==> src/rtl/shift_operand_issue.sv <==
// shift_operand_issue: registered operand-issue stage feeding the 32-bit
// logical right shifter. Operand pairs arrive over valid/ready, are held in
// a two-entry skid buffer (main + skid) and leave in FIFO order. Negative
// shift amounts are replaced by CLAMP at push time so the shifter returns 0.
//
// Optional build macro: SHIFT_ISSUE_STATS_EN
//   When defined, adds ISSUE_CNT (pops) and STALL_CNT (cycles with IN_VALID
//   high while IN_READY is low), both 16-bit saturating counters.
module shift_operand_issue #(
  parameter int               W     = 32,
  parameter int               TAG_W = 4,
  parameter logic [W-1:0]     CLAMP = 32'h000000ff
) (
  input  logic             CLK,
  input  logic             RST_N,
  input  logic             IN_VALID,
  output logic             IN_READY,
  input  logic [W-1:0]     IN_X,
  input  logic [W-1:0]     IN_Y,
  input  logic [TAG_W-1:0] IN_TAG,
  output logic             OUT_VALID,
  input  logic             OUT_READY,
  output logic [W-1:0]     OUT_X,
  output logic [W-1:0]     OUT_Y,
  output logic [TAG_W-1:0] OUT_TAG
`ifdef SHIFT_ISSUE_STATS_EN
  ,
  output logic [15:0]      ISSUE_CNT,
  output logic [15:0]      STALL_CNT
`endif
);

  // Occupancy of the buffer: nothing, main only, main plus skid.
  typedef enum logic [1:0] {
    ST_EMPTY = 2'b00,
    ST_ONE   = 2'b01,
    ST_FULL  = 2'b10
  } state_t;

  // A negative amount (sign bit set) becomes CLAMP; anything else passes,
  // including large positive amounts which the shifter itself handles.
  function automatic logic [W-1:0] sanitise_amount(input logic [W-1:0] amt);
    logic [W-1:0] res;
    if (amt[W-1]) begin
      res = CLAMP;
    end else begin
      res = amt;
    end
    return res;
  endfunction

  state_t             state_r;
  state_t             state_nxt_s;
  logic               in_ready_r;
  logic               out_valid_r;
  logic               in_ready_nxt_s;
  logic               out_valid_nxt_s;

  logic [W-1:0]       main_x_r;
  logic [W-1:0]       main_y_r;
  logic [TAG_W-1:0]   main_tag_r;
  logic [W-1:0]       skid_x_r;
  logic [W-1:0]       skid_y_r;
  logic [TAG_W-1:0]   skid_tag_r;

  logic               push_s;
  logic               pop_s;
  logic [W-1:0]       in_y_san_s;

  logic               load_main_new_s;
  logic               load_main_skid_s;
  logic               load_skid_s;

  // Handshake qualifiers use only the registered ready/valid flags, so no
  // combinational path reaches IN_READY or OUT_VALID.
  assign push_s     = IN_VALID & in_ready_r;
  assign pop_s      = out_valid_r & OUT_READY;
  assign in_y_san_s = sanitise_amount(IN_Y);

  // State register plus registered decode of the handshake flags.
  always_ff @(posedge CLK or negedge RST_N) begin
    if (!RST_N) begin
      state_r     <= ST_EMPTY;
      in_ready_r  <= 1'b1;
      out_valid_r <= 1'b0;
    end else begin
      state_r     <= state_nxt_s;
      in_ready_r  <= in_ready_nxt_s;
      out_valid_r <= out_valid_nxt_s;
    end
  end

  // Next-state logic: occupancy follows push/pop on each edge.
  always_comb begin
    state_nxt_s = state_r;
    case (state_r)
      ST_EMPTY: begin
        if (push_s) begin
          state_nxt_s = ST_ONE;
        end else begin
          state_nxt_s = ST_EMPTY;
        end
      end
      ST_ONE: begin
        if (push_s && !pop_s) begin
          state_nxt_s = ST_FULL;
        end else if (pop_s && !push_s) begin
          state_nxt_s = ST_EMPTY;
        end else begin
          state_nxt_s = ST_ONE;
        end
      end
      ST_FULL: begin
        if (pop_s) begin
          state_nxt_s = ST_ONE;
        end else begin
          state_nxt_s = ST_FULL;
        end
      end
      default: begin
        state_nxt_s = ST_EMPTY;
      end
    endcase
  end

  // Output decode: storage load controls and the next ready/valid flags.
  always_comb begin
    load_main_new_s  = 1'b0;
    load_main_skid_s = 1'b0;
    load_skid_s      = 1'b0;
    case (state_r)
      ST_EMPTY: begin
        load_main_new_s = push_s;
      end
      ST_ONE: begin
        if (push_s && pop_s) begin
          load_main_new_s = 1'b1;
        end else if (push_s) begin
          load_skid_s = 1'b1;
        end else begin
          load_main_new_s = 1'b0;
        end
      end
      ST_FULL: begin
        load_main_skid_s = pop_s;
      end
      default: begin
        load_main_new_s  = 1'b0;
        load_main_skid_s = 1'b0;
        load_skid_s      = 1'b0;
      end
    endcase
    in_ready_nxt_s  = (state_nxt_s != ST_FULL);
    out_valid_nxt_s = (state_nxt_s != ST_EMPTY);
  end

  // Main register: takes the incoming pair or the skid entry; holds otherwise
  // so OUT_* stay stable while the consumer stalls.
  always_ff @(posedge CLK or negedge RST_N) begin
    if (!RST_N) begin
      main_x_r   <= '0;
      main_y_r   <= '0;
      main_tag_r <= '0;
    end else if (load_main_new_s) begin
      main_x_r   <= IN_X;
      main_y_r   <= in_y_san_s;
      main_tag_r <= IN_TAG;
    end else if (load_main_skid_s) begin
      main_x_r   <= skid_x_r;
      main_y_r   <= skid_y_r;
      main_tag_r <= skid_tag_r;
    end else begin
      main_x_r   <= main_x_r;
      main_y_r   <= main_y_r;
      main_tag_r <= main_tag_r;
    end
  end

  // Skid register: catches the second entry when main is occupied and not
  // draining this cycle.
  always_ff @(posedge CLK or negedge RST_N) begin
    if (!RST_N) begin
      skid_x_r   <= '0;
      skid_y_r   <= '0;
      skid_tag_r <= '0;
    end else if (load_skid_s) begin
      skid_x_r   <= IN_X;
      skid_y_r   <= in_y_san_s;
      skid_tag_r <= IN_TAG;
    end else begin
      skid_x_r   <= skid_x_r;
      skid_y_r   <= skid_y_r;
      skid_tag_r <= skid_tag_r;
    end
  end

  assign IN_READY  = in_ready_r;
  assign OUT_VALID = out_valid_r;
  assign OUT_X     = main_x_r;
  assign OUT_Y     = main_y_r;
  assign OUT_TAG   = main_tag_r;

`ifdef SHIFT_ISSUE_STATS_EN
  logic [15:0] issue_cnt_r;
  logic [15:0] stall_cnt_r;
  logic        stall_s;

  assign stall_s = IN_VALID & ~in_ready_r;

  // Issue counter: one per pop, saturating at all-ones.
  always_ff @(posedge CLK or negedge RST_N) begin
    if (!RST_N) begin
      issue_cnt_r <= 16'h0000;
    end else if (pop_s && (issue_cnt_r != 16'hffff)) begin
      issue_cnt_r <= issue_cnt_r + 16'h0001;
    end else begin
      issue_cnt_r <= issue_cnt_r;
    end
  end

  // Stall counter: one per cycle the producer is held off, saturating.
  always_ff @(posedge CLK or negedge RST_N) begin
    if (!RST_N) begin
      stall_cnt_r <= 16'h0000;
    end else if (stall_s && (stall_cnt_r != 16'hffff)) begin
      stall_cnt_r <= stall_cnt_r + 16'h0001;
    end else begin
      stall_cnt_r <= stall_cnt_r;
    end
  end

  assign ISSUE_CNT = issue_cnt_r;
  assign STALL_CNT = stall_cnt_r;
`endif

endmodule

==> config.mk <==
export PLATFORM = sky130hd
export DESIGN_NAME = shift_operand_issue
export DESIGN_NICKNAME = d
export VERILOG_FILES = /design/src/rtl/shift_operand_issue.sv
export SDC_FILE = /design/constraint.sdc
export NUM_CORES = 1
export LEC_CHECK = 0
export ABC_CLOCK_PERIOD_IN_PS = 3700
export BUFFER_PORTS_ARGS = -buffer_cell sky130_fd_sc_hd__buf_2
export CAP_MARGIN = 20
export CORE_ASPECT_RATIO = 1.1
export CORE_MARGIN = 2
export CORE_UTILIZATION = 55
export CTS_CLUSTER_DIAMETER = 100
export DETAILED_ROUTE_END_ITERATION = 7
export PLACE_DENSITY = 0.92
export SYNTH_ARGS = -nofsm -noshare
export SYNTH_HDL_FRONTEND = slang
export SYNTH_SLANG_ARGS = --single-unit
==> constraint.sdc <==
create_clock -name CLK -period 3.7 [get_ports CLK]
set_input_delay 0 -clock CLK [delete_from_list [all_inputs] [get_ports CLK]]
set_output_delay 0 -clock CLK [all_outputs]
set_load 0.02 [all_outputs]
**Yosys cells after proc, flatten, opt, wreduce, memory -nomap -nowiden**

Index checks and enable logic that the tools add are counted.

- Logic and storage cells: 40
- Register bits after elaboration: 140

- Bitwise logic cells: 2
- Reductions and logical operators: 8
- Equal/unequal tests: 3
- Multiplexer cells: 18

Operators with widths:

| kind | count |
|---|---|
| $mux W32 | 4 |
| $mux W31 | 1 |
| $mux W4 | 2 |
| $mux W1 | 7 |
| $pmux W2 S3 | 1 |
| $mux W2 | 2 |
| $reduce_bool A2 Y1 | 2 |
| $logic_and A1 B1 Y1 | 3 |
| $and A1 B1 Y1 | 2 |
| $eq A2 B1 Y1 const B | 1 |
| $eq A2 B2 Y1 const B | 1 |
| $logic_not A1 Y1 | 2 |
| $logic_not A2 Y1 | 1 |
| $ne A2 B2 Y1 const B | 1 |
| $pmux W1 S2 | 1 |

**Longest topological paths before layout**

- Word-level depth: 7
- Gate-level depth with buffers: 8
- Mapped depth without buffers: 6

**Least setup slack after synthesis**

No wires, ideal clock.

- Path kind: flip-flop to flip-flop
- From: reg in_ready_r (netlist: IN_READY)
- To: reg main_tag_r[1] (netlist: OUT_TAG[1])
- Path buffers: 1
- Path slack: 1,860 ps
- Data required time: 3,575 ps
- Clock period less this slack: 1,840 ps
- Stages on the path, launching flop included: 8
- Data arrival time: 1,715 ps
- Path through: dfstp_2 -> nand2_1 -> inv_1 -> ha_1 -> nand2_1 -> a21oi_1 -> buf_2 -> mux2_2

- Cells in the longest elaborated chain, start to end: 5

RTL lines:

| element | line | source |
|---|---|---|
| start, declared | 54 | `logic in_ready_r;` |
| start signal, assigned | 88 | `in_ready_r <= in_ready_nxt_s;` |
| $and A1 B1 Y1 (*) | 76 | `assign push_s = IN_VALID & in_ready_r;` |
| $logic_and A1 B1 Y1 | 136 | `if (push_s && pop_s) begin` |
| $mux W1 | 136 |  |
| $pmux W1 S2 (*) | 131 | `case (state_r)` |
| $mux W4 or $reduce_bool A2 Y1 (tied branches) | - |  |
| end signal, assigned | 171 | `main_tag_r <= skid_tag_r;` |
| end signal, assigned | 175 | `main_tag_r <= main_tag_r;` |
| end, declared | 61 | `logic [TAG_W-1:0] main_tag_r;` |

Every way passes the cells marked *; elsewhere a longest branch is shown, timed or not.
A chain may end at the register's enable or synchronous reset.

**Worst setup path after layout**

Same ends and word-level chain as after synthesis.

==> flow_summary.html <==
<table>
<tr><th>Metric</th><th>Value</th></tr>
<tr><th colspan="2">Critical path</th></tr>
<tr><td>Register-to-Register Setup Slack</td><td>1.11 ns</td></tr>
<tr><td>Largest stage delay, worst path</td><td>0.75 ns</td></tr>
<tr><td>Sequence of cells on the critical path</td><td>nand2_1, inv_1, ha_1, nand2_1, a21oi_4, buf_12, mux2_2</td></tr>
<tr><td>CP max stage cell</td><td>sky130_fd_sc_hd__a21oi_4</td></tr>
<tr><td>Worst Path Arrival</td><td>2.88 ns</td></tr>
<tr><td>Sort of element at the end of the critical path</td><td>register</td></tr>
<tr><td>Crit Path Category</td><td>reg2reg</td></tr>
<tr><td>Sort of element at the start of the critical path</td><td>register</td></tr>
<tr><td>CP Max Fanout</td><td>28</td></tr>
<tr><td>Cell seen most often among critical-path stages</td><td>sky130_fd_sc_hd__nand2_1</td></tr>
<tr><td>Required time reported for the critical path endpoint</td><td>3.99 ns</td></tr>
<tr><th colspan="2">Synth</th></tr>
<tr><td>Post-synthesis instance area</td><td>6230 um^2</td></tr>
<tr><td>Main area contributors after synthesis</td><td>sky130_fd_sc_hd__dfrtp_1, sky130_fd_sc_hd__mux2_2, sky130_fd_sc_hd__mux2i_1</td></tr>
<tr><td>Synthesized Nets</td><td>523</td></tr>
<tr><td>Dominant cell type by area after synthesis</td><td>sky130_fd_sc_hd__dfrtp_1</td></tr>
<tr><td>Number of warning messages in the yosys log</td><td>0</td></tr>
<tr><td>Share of Yosys cell area claimed by the top area cell type</td><td>55.1%</td></tr>
<tr><td>Register area share after synthesis</td><td>55.5%</td></tr>
<tr><td>Syn Inst Count</td><td>449</td></tr>
<tr><td>Predominant post-synthesis flop cell</td><td>sky130_fd_sc_hd__dfrtp_1</td></tr>
<tr><td>Post-synth cell types</td><td>24</td></tr>
<tr><td>Syn avg cell area</td><td>13.9 um^2</td></tr>
<tr><td>Post-synthesis register bit count</td><td>138</td></tr>
<tr><td>Number of enable flip-flop cells after synthesis</td><td>0</td></tr>
<tr><td>Most frequent cell after synthesis</td><td>sky130_fd_sc_hd__dfrtp_1</td></tr>
<tr><td>Commonest cells in the synthesized netlist</td><td>sky130_fd_sc_hd__dfrtp_1, sky130_fd_sc_hd__mux2_2, sky130_fd_sc_hd__mux2i_1, sky130_fd_sc_hd__inv_1, sky130_fd_sc_hd__nand2b_1</td></tr>
<tr><td>Async S/R FF share, synth</td><td>100%</td></tr>
<tr><th colspan="2">Timing</th></tr>
<tr><td>Fin crit period</td><td>2.59 ns</td></tr>
<tr><td>Slew of the pin with the lowest slew margin</td><td>0.955 ns</td></tr>
<tr><td>Worst rel slew slack</td><td>36.3%</td></tr>
<tr><td>Pins over their slew limit</td><td>0</td></tr>
<tr><td>Unrepaired setup endpoints after global routing</td><td>false</td></tr>
<tr><td>Clock tree skew after final layout</td><td>0.00466 ns</td></tr>
<tr><td>Post-route fraction of the period consumed by the critical path</td><td>70.0%</td></tr>
<tr><td>Setup total negative slack</td><td>0 ns</td></tr>
<tr><td>Hold violation count in the final report</td><td>0</td></tr>
<tr><td>Maximum clock frequency</td><td>386 MHz</td></tr>
<tr><td>Final setup viols</td><td>0</td></tr>
<tr><th colspan="2">Layout</th></tr>
<tr><td>Sequential standard cell area</td><td>3450 um^2</td></tr>
<tr><td>Number of inserted diodes</td><td>0</td></tr>
<tr><td>Final Instance Area</td><td>8350 um^2</td></tr>
<tr><td>Nets@finish</td><td>732</td></tr>
<tr><td>Fillers</td><td>680</td></tr>
<tr><td>Proportion of layout cells with a drive suffix above 1</td><td>42.2%</td></tr>
<tr><td>Total area of multi-input combinational cells</td><td>2490 um^2</td></tr>
<tr><td>Area added between synthesis and finish</td><td>34.1%</td></tr>
<tr><th colspan="2">Pwr</th></tr>
<tr><td>NetSw</td><td>2.48 mW</td></tr>
<tr><td>Sequential power share</td><td>37.2%</td></tr>
<tr><td>Worst vdd ir</td><td>0.000539 V</td></tr>
<tr><td>Combinational share of power</td><td>37.9%</td></tr>
<tr><td>Cell internal pwr</td><td>4.77 mW</td></tr>
<tr><td>Switching share of total power</td><td>34.2%</td></tr>
<tr><td>Power per standard cell area</td><td>868 nW/um^2</td></tr>
<tr><td>Leakage power figure</td><td>4.07 nW</td></tr>
<tr><td>Clock network power share</td><td>24.9%</td></tr>
<tr><th colspan="2">Floorplan</th></tr>
<tr><td>Floorplan Core Area</td><td>11000 um^2</td></tr>
<tr><td>Starting utilization of the core area</td><td>56.8%</td></tr>
<tr><td>Height of the chip</td><td>116 um</td></tr>
<tr><td>Standard-cell rows</td><td>40</td></tr>
<tr><td>Total I/O pin count</td><td>142</td></tr>
<tr><td>Die Outline Area</td><td>12200 um^2</td></tr>
<tr><td>Width of the die</td><td>105 um</td></tr>
<tr><th colspan="2">Detailed routing</th></tr>
<tr><td>Routed len/inst</td><td>17.3 um</td></tr>
<tr><td>Routed via count</td><td>4271</td></tr>
<tr><td># DRC</td><td>0</td></tr>
<tr><td>Pre-Repair DR Iteration Count</td><td>4</td></tr>
<tr><td>Antenna viol nets, final</td><td>0</td></tr>
<tr><td>Ratio of routed vias to standard cells</td><td>5.22</td></tr>
<tr><td>Initial detailed-routing violation count</td><td>221</td></tr>
<tr><td>Post-Route WL</td><td>14.1 mm</td></tr>
<tr><th colspan="2">Flow run</th></tr>
<tr><td>Number of max-capacitance violations reported</td><td>0</td></tr>
<tr><th colspan="2">Place</th></tr>
<tr><td>Input/output buffers</td><td>140</td></tr>
<tr><td>Estimated wirelength of the detail-placed design</td><td>8.54 mm</td></tr>
<tr><td>Area of placed instances</td><td>7020 um^2</td></tr>
<tr><td>Final weighted congestion in routability-driven placement</td><td>0.770</td></tr>
<tr><th colspan="2">Clock network</th></tr>
<tr><td>Post-CTS resize count</td><td>0</td></tr>
<tr><td># Post-CTS Setup Buffers</td><td>0</td></tr>
<tr><td>Number of buffers inserted during clock tree synthesis</td><td>17</td></tr>
<tr><td>CTS tree</td><td>yes</td></tr>
<tr><td>Worst-skew pair later-pin latency</td><td>0.41 ns</td></tr>
<tr><td>Root buffer cell</td><td>sky130_fd_sc_hd__clkbuf_16</td></tr>
<tr><td>Clock slew at reported path FFs</td><td>0.06 ns</td></tr>
<tr><td>H-Tree Depth</td><td>4</td></tr>
<tr><td>CTS Hold Bufs</td><td>69</td></tr>
<tr><td>Sink count of the clock tree</td><td>138</td></tr>
<tr><td>Max Buffers Root-to-Sink</td><td>2</td></tr>
<tr><th colspan="2">Global routing</th></tr>
<tr><td>Pin count of the biggest net entering global routing</td><td>111</td></tr>
<tr><td>Overall global routing resource usage</td><td>24.5%</td></tr>
<tr><td>First-pass GRT wire length</td><td>23.2 mm</td></tr>
<tr><td>Vias in the first global route</td><td>4739</td></tr>
<tr><td>Final global-route overflow total</td><td>0</td></tr>
<tr><td>Initial antenna violation count</td><td>0</td></tr>
<tr><th colspan="2">Status</th></tr>
<tr><td>Result of the run</td><td>finished, final reports clean</td></tr>
<tr><th colspan="2">Hold path</th></tr>
<tr><td>Type of the worst min-delay path</td><td>in2reg</td></tr>
</table>
==> routing by layer <==
layer	up-vias	wire, um	GRT usage, %
met5	-	0	0
met1	2148	5690	28.6
met4	0	140	8.18
met3	20	827	6.81
met2	148	7490	43.9
li1	1955	-	-
==> cells by family after synthesis <==
logic type      Yosys count  synth area share, %
flops                   138                 55.5
compound gates            6                0.583
mux                     201                 34.5
simple gates             42                 4.14
other cells               1               0.0602
fa+ha+maj                 2                0.402
buf+inv                  59                 4.84
==> placed cells by master, fill, tap and decap left out, drive strengths merged, types with 3 or more instances in the layout <==
cell type	n
nand2b	24
bufinv	4
nor2	9
clkinv	5
nand2	3
mux2i	93
clkbuf	21
buf	146
dfrtp	137
nand3b	3
inv	34
dlygate4sd3	69
mux2	108
==> sequential cells by signal, summed over array words and instances, names as in the netlist <==
name,count
skid_tag_r,4
OUT_VALID,1
OUT_TAG,4
state_r,2
OUT_Y,31
skid_y_r,31
OUT_X,32
skid_x_r,32
IN_READY,1
==> path summary, 6_finish.rpt <==
kind	from	end	cells after the start
max	IN_READY	OUT_TAG[1]	7
min	IN_Y[31]	skid_y_r[6]	3
max reg2reg	IN_READY	OUT_TAG[1]	7
min reg2reg	skid_tag_r[0]	skid_tag_r[0]	1
max in group asynchronous	RST_N	OUT_Y[25]	3
min in group asynchronous	RST_N	skid_x_r[25]	2
==> per-stage QoR <==
step	total power, mW	std cells	hold slack, ns	util (%)	setup slack, ns
final	7.25	818	0.217	76.2	1.11
after detailed placement	5.37	717	0.200	64.0	1.14
after CTS	7.29	818	0.190	76.2	1.12
after floorplan	4.55	449	-0.296	-	1.86
after global routing	7.64	818	0.249	76.2	0.958
after global placement	5.18	717	0.182	64.0	1.23
==> power by group through the flow <==
| stage | Sequential [mW] | Combinational, mW | Clock [mW] |
|---|---|---|---|
| floorplan | 3.04 | 1.51 | 0 |
| global placement | 2.62 | 2.56 | 0 |
| detailed placement | 2.69 | 2.68 | 0 |
| CTS | 2.68 | 2.77 | 1.83 |
| global route | 2.77 | 2.96 | 1.91 |
| finish | 2.70 | 2.75 | 1.80 |
==> layout make-up <==
type	count	area share, %
tap	147	2.20
inverter	34	1.53
clock buffer	21	5.64
multi-input combinational	252	29.8
sequential	138	41.4
timing repair buffer	215	17.4
clock inverter	11	2.01
==> worst max-delay path, delay by kind of cell (launching register included) <==
kind / cells / cell delay [ns]
and+or+nand+nor: 2 / 0.19
buffers and inverters: 2 / 0.41
adders and majority gates: 1 / 0.15
DFF: 1 / 0.56
muxes: 1 / 0.38
AOI/OAI and AO/OA: 1 / 0.75
Note: power is estimated with default switching activity, not from simulation.
